--- config.mk ---
export PLATFORM = sky130hd
export DESIGN_NAME = fft_load_sequencer
export DESIGN_NICKNAME = d
export VERILOG_FILES = /design/src/rtl/fft_pkg.sv /design/src/rtl/bit_reverse.sv /design/src/rtl/fft_load_sequencer.sv
export SDC_FILE = /design/constraint.sdc
export NUM_CORES = 2
export LEC_CHECK = 0
export BUFFER_PORTS_ARGS = -buffer_cell sky130_fd_sc_hd__buf_2
export CAP_MARGIN = 10
export CORE_AREA = 2 2 423 425
export DETAILED_ROUTE_END_ITERATION = 10
export DIE_AREA = 0 0 425 427
export PLACE_DENSITY = 0.46
export SYNTH_ARGS = -nofsm -noshare
export SYNTH_HDL_FRONTEND = slang
export SYNTH_HIERARCHICAL = 1
export SYNTH_SLANG_ARGS = --single-unit
--- constraint.sdc ---
create_clock -name clk -period 2.45 [get_ports clk]
set_input_delay 0.1225 -clock clk [delete_from_list [all_inputs] [get_ports clk]]
set_output_delay 0.1225 -clock clk [all_outputs]
set_load 0.005 [all_outputs]
--- src/rtl/fft_pkg.sv ---
// Shared types and default sizing for the FFT load sequencer.
package fft_pkg;

  typedef enum logic [1:0] {
    IDLE      = 2'd0,
    LOAD      = 2'd1,
    START     = 2'd2,
    WAIT_DONE = 2'd3
  } state_t;

  localparam int unsigned N_POINTS_DEF = 64;
  localparam int unsigned SAMPLE_W_DEF = 16;

endpackage

--- src/rtl/bit_reverse.sv ---
// Combinational bit reversal of an FFT write address.
module bit_reverse #(
  parameter int unsigned AW = 6
) (
  input  logic [AW-1:0] addr,
  output logic [AW-1:0] rev
);

  always_comb begin
    rev = '0;
    for (int unsigned i = 0; i < AW; i++) begin
      rev[i] = addr[AW-1-i];
    end
  end

endmodule

--- src/rtl/fft_load_sequencer.sv ---
// Captures a complete sample frame and streams it sample by sample into an
// FFT core, then pulses start and waits for the core to finish.
module fft_load_sequencer
  import fft_pkg::*;
#(
  parameter  int unsigned N_POINTS    = N_POINTS_DEF,
  parameter  int unsigned SAMPLE_W    = SAMPLE_W_DEF,
  parameter  int unsigned COMPLEX_IN  = 0,
  parameter  int unsigned BIT_REVERSE = 0,
  localparam int unsigned FRAME_W     = N_POINTS * SAMPLE_W * (1 + COMPLEX_IN),
  localparam int unsigned AW          = $clog2(N_POINTS)
) (
  input  logic                  clk,
  input  logic                  reset,
  input  logic [FRAME_W-1:0]    frame_in,
  input  logic                  frame_valid,
  output logic                  frame_ready,
  input  logic                  fft_hold,
  input  logic                  fft_done,
  output logic [2*SAMPLE_W-1:0] fft_wd,
  output logic [AW-1:0]         fft_addr,
  output logic                  fft_load,
  output logic                  fft_start,
  output logic                  busy
);

  localparam int unsigned   STEP = SAMPLE_W * (1 + COMPLEX_IN);
  localparam logic [AW-1:0] LAST = AW'(N_POINTS - 1);

  state_t             state;
  logic [AW-1:0]      cnt;
  logic [AW-1:0]      rev;
  logic [FRAME_W-1:0] sreg;
  logic [STEP-1:0]    cur;

  // Sequencer: ready is a flop so it stays low while reset is held.
  always_ff @(posedge clk) begin
    if (!reset) begin
      state       <= IDLE;
      cnt         <= '0;
      sreg        <= '0;
      frame_ready <= 1'b0;
    end else begin
      frame_ready <= 1'b0;
      unique case (state)
        IDLE: begin
          if (frame_valid && frame_ready) begin
            sreg  <= frame_in;
            cnt   <= '0;
            state <= LOAD;
          end else begin
            frame_ready <= 1'b1;
          end
        end
        LOAD: begin
          if (!fft_hold) begin
            sreg <= {sreg[FRAME_W-STEP-1:0], STEP'(0)};
            cnt  <= cnt + AW'(1);
            if (cnt == LAST) begin
              state <= START;
            end
          end
        end
        START: begin
          state <= WAIT_DONE;
        end
        WAIT_DONE: begin
          if (fft_done) begin
            state       <= IDLE;
            frame_ready <= 1'b1;
          end
        end
        default: begin
          state <= IDLE;
        end
      endcase
    end
  end

  // Sample 0 sits in the MSBs; the frame shifts up one sample per load.
  assign cur = sreg[FRAME_W-1 -: STEP];

  generate
    if (COMPLEX_IN != 0) begin : g_complex
      assign fft_wd = cur;
    end else begin : g_real
      assign fft_wd = {cur, SAMPLE_W'(0)};
    end
  endgenerate

  bit_reverse #(
    .AW (AW)
  ) u_bit_reverse (
    .addr (cnt),
    .rev  (rev)
  );

  // Hold must gate the strobe in the same cycle, so load decodes live state.
  assign fft_addr  = (BIT_REVERSE != 0) ? rev : cnt;
  assign fft_load  = (state == LOAD) && !fft_hold;
  assign fft_start = (state == START);
  assign busy      = (state != IDLE);

endmodule

==> results.ini <==
[status]
run_status = finished, final reports clean

[grt]
grt_overflow_total = 0
grt_pass1_wl_mm = 281
grt_pass1_vias = 43334
grt_antenna_before_repair = 90
grt_usage = 0.205
grt_max_degree = 157

[drt]
vias = 42354
firstDrtPassIters = 8
ant_nets = 0
via_per_inst = 4.67
wl_per_cell_um = 21.6
drtIter0Drc = 2368
wl_mm = 196
drc = 0

[cells_and_area]
drive_gt1_frac = 0.213
nNetsFinal = 7581
register_area_um2 = 20700
multi_input_area_um2 = 24700
n_fill_cell = 17827
area_growth_syn_to_layout_pct = 48.1

[clock_tree]
clk_pin_slew_ns = 0.06
cts_buffer_depth = 3
insertion_delay_ns = 0.81
cts-buffers-inserted = 131
cts_tree = done
cts_sinks = 1033
cts.htree.levels = 4
cts-root-buf = clkbuf_16

[die]
die_h_um = 427
ioPinCount = 1071
fp.dieW_um = 425
core_um2 = 177000
num_rows = 155
start_util = 0.268
die_area_um2 = 181000

[synthesis]
syn-cell-area_um2 = 47500
avgSynthCellArea_um2 = 10.2
synth_cells = 4646
synth-seq-cells = 1033
yosysUniqueCellTypes = 29
yosysWarnings = 6
yosysSeqAreaShare = 0.435

[power_and_ir_drop]
power_density_nw_per_um2 = 1230
p_clk_frac = 0.225
power_w = 0.0863
internal_power_w = 0.0533
seqPwrFrac = 0.336
swShare = 0.382
combPwrFrac = 0.439
irDropWorstVdd_mv = 0.825
p_leak_nw = 37.5
p_sw_w = 0.0329

[critical_path]
cp_data_required_time_ns = 3.14
path_class = flip-flop to flip-flop
cp-start-kind = flip-flop
critical_path.max_fanout = 25
cp_data_arrival_time_ns = 2.98
crit_path_end_kind = flip-flop

[sta]
hold_violations = 0
max_slew_margin = 0.433
drv_slew = 0
timing.fmax_mhz = 436
rsz0062_at_grt = no
clock-skew-final_ns = 0.0366
setup_tns_ns = 0
fin_crit_ns = 2.30
post-route-period-util = 0.937
tightest_slew_ns = 0.850
finalSetupViolations = 0

[place]
gp_congestion = 0.848
dp_hpwl_mm = 143
io_buffers = 1054

[min_path]
min_path_type = input pin to flip-flop

[flow_run]
max_cap_violations = 0

state kept, by name, indices dropped and copies added, names as in the netlist:
name	count
fft_addr	6
frame_ready	1
sreg	1024
state	2
per-stage QoR:
| step | cell area [um2] | setup WS, ns | hold WS (ns) | std cells | util |
|---|---|---|---|---|---|
| 3_5_place_dp | 55500 | 0.0798 | 0.402 | 7735 | 0.313 |
| 6_report | 70400 | 0.154 | 0.0710 | 9063 | 0.397 |
| 4_1_cts | 70100 | 0.0560 | 0.000591 | 8989 | 0.395 |
| 3_3_place_gp | 55500 | 0.0884 | 0.403 | 7735 | 0.313 |
| 2_1_floorplan | 47600 | 0.409 | 0.275 | 4661 | - |
| 5_1_grt | 70400 | 0.00146 | 0.0461 | 9053 | 0.397 |
layer usage:
layer	up-vias	GRT usage	wire [um]
met4	12	0.0711	6170
li1	20745	-	-
met5	-	0	63
met2	1049	0.365	98500
met3	312	0.0400	8820
met1	20236	0.244	82500
worst max-delay path, cell delays in order (launching register included):
cell and delay [ns]:
dfxtp_1 0.33, inv_1 0.14, ha_4 0.20, buf_12 0.16, buf_4 0.26, buf_4 0.45, mux2i_1 0.40, nand2_1 0.09
o211a_1 0.13
final cells by class:
type | count | area share
antenna | 71 | 0.00252
clock inverter | 36 | 0.00681
inverter | 3 | 0.000160
tap | 2355 | 0.0419
multi-input combinational | 3135 | 0.350
clock buffer | 188 | 0.0536
sequential | 1033 | 0.294
timing repair buffer | 2242 | 0.251
worst paths after layout:
path                            slack, ns      from  cells after the start          end
worst max-delay path                 0.15  state[1]                      8    sreg[596]
worst min-delay path                 0.07  fft_hold                      6  fft_addr[2]
worst max register to register       0.15  state[1]                      8    sreg[596]
worst min register to register       0.45   sreg[2]                      2      sreg[2]
synthesized netlist by cell type:
cell | count | share of area
nor2b_1 | 2 | 0.00026
a21boi_1 | 16 | 0.0025
buf_1 | 11 | 0.00087
a21boi_2 | 1 | 0.00024
dfxtp_1 | 1033 | 0.44
inv_1 | 3 | 0.00024
conb_1 | 1 | 0.000079
or4_1 | 1 | 0.00016
nor4_1 | 2 | 0.00026
xnor2_1 | 4 | 0.00074
nand3b_1 | 16 | 0.0025
or3_1 | 1 | 0.00013
nand3_1 | 2 | 0.00021
o31ai_1 | 2 | 0.00032
buf_6 | 1 | 0.00024
nor2_1 | 5 | 0.00039
nor3b_1 | 1 | 0.00016
clkbuf_1 | 213 | 0.017
buf_2 | 232 | 0.024
nand2_1 | 1033 | 0.082
ha_1 | 6 | 0.0016
and2_1 | 1 | 0.00013
nor3_1 | 2 | 0.00021
o21ai_0 | 2 | 0.00021
buf_4 | 33 | 0.0052
nor4b_1 | 1 | 0.00018
o211a_1 | 1008 | 0.21
a21oi_1 | 3 | 0.00032
mux2i_1 | 1010 | 0.21
layout by cell type (no fill, tap or decap), types with 30 or more instances in the layout:
cell              n
o211a_1        1008
buf_2          1053
mux2i_1        1010
dlygate4sd3_1  1028
buf_12           51
diode_2          71
nand2_1        1033
clkbuf_1         30
buf_4            92
clkbuf_16       134
dfxtp_1        1032
cell families (layout without fill, tap and decap cells):
family | count (synthesis) | count (layout) | share of synthesized area
XOR/XNOR | 4 | 4 | 0.000737
AO/OA/AOI/OAI | 1032 | 1032 | 0.216
multiplexers | 1010 | 1010 | 0.213
flip-flops | 1033 | 1033 | 0.435
other | 1 | 87 | 0.0000789
AND/OR/NAND/NOR | 1067 | 1067 | 0.0862
buffers and inverters | 493 | 2469 | 0.0478
adder cells (fa/ha/maj) | 6 | 6 | 0.00158
power by group through the flow:
| stage | logic, W | registers [W] | clock network, W |
|---|---|---|---|
| floorplan | 0.0271 | 0.0271 | 0 |
| global placement | 0.0353 | 0.0293 | 0 |
| detailed placement | 0.0358 | 0.0294 | 0 |
| CTS | 0.0376 | 0.0290 | 0.0200 |
| global route | 0.0416 | 0.0298 | 0.0207 |
| finish | 0.0379 | 0.0290 | 0.0194 |
repair_timing:
action	CTS	global route
endpoints found under the hold margin	1033	0
pin swaps	0	0
gates resized for setup	4	13
setup endpoints to repair	1	417
setup buffers	0	1
cloned	2	2
hold buffers	1028	0
(Power assumes the default switching activity.)
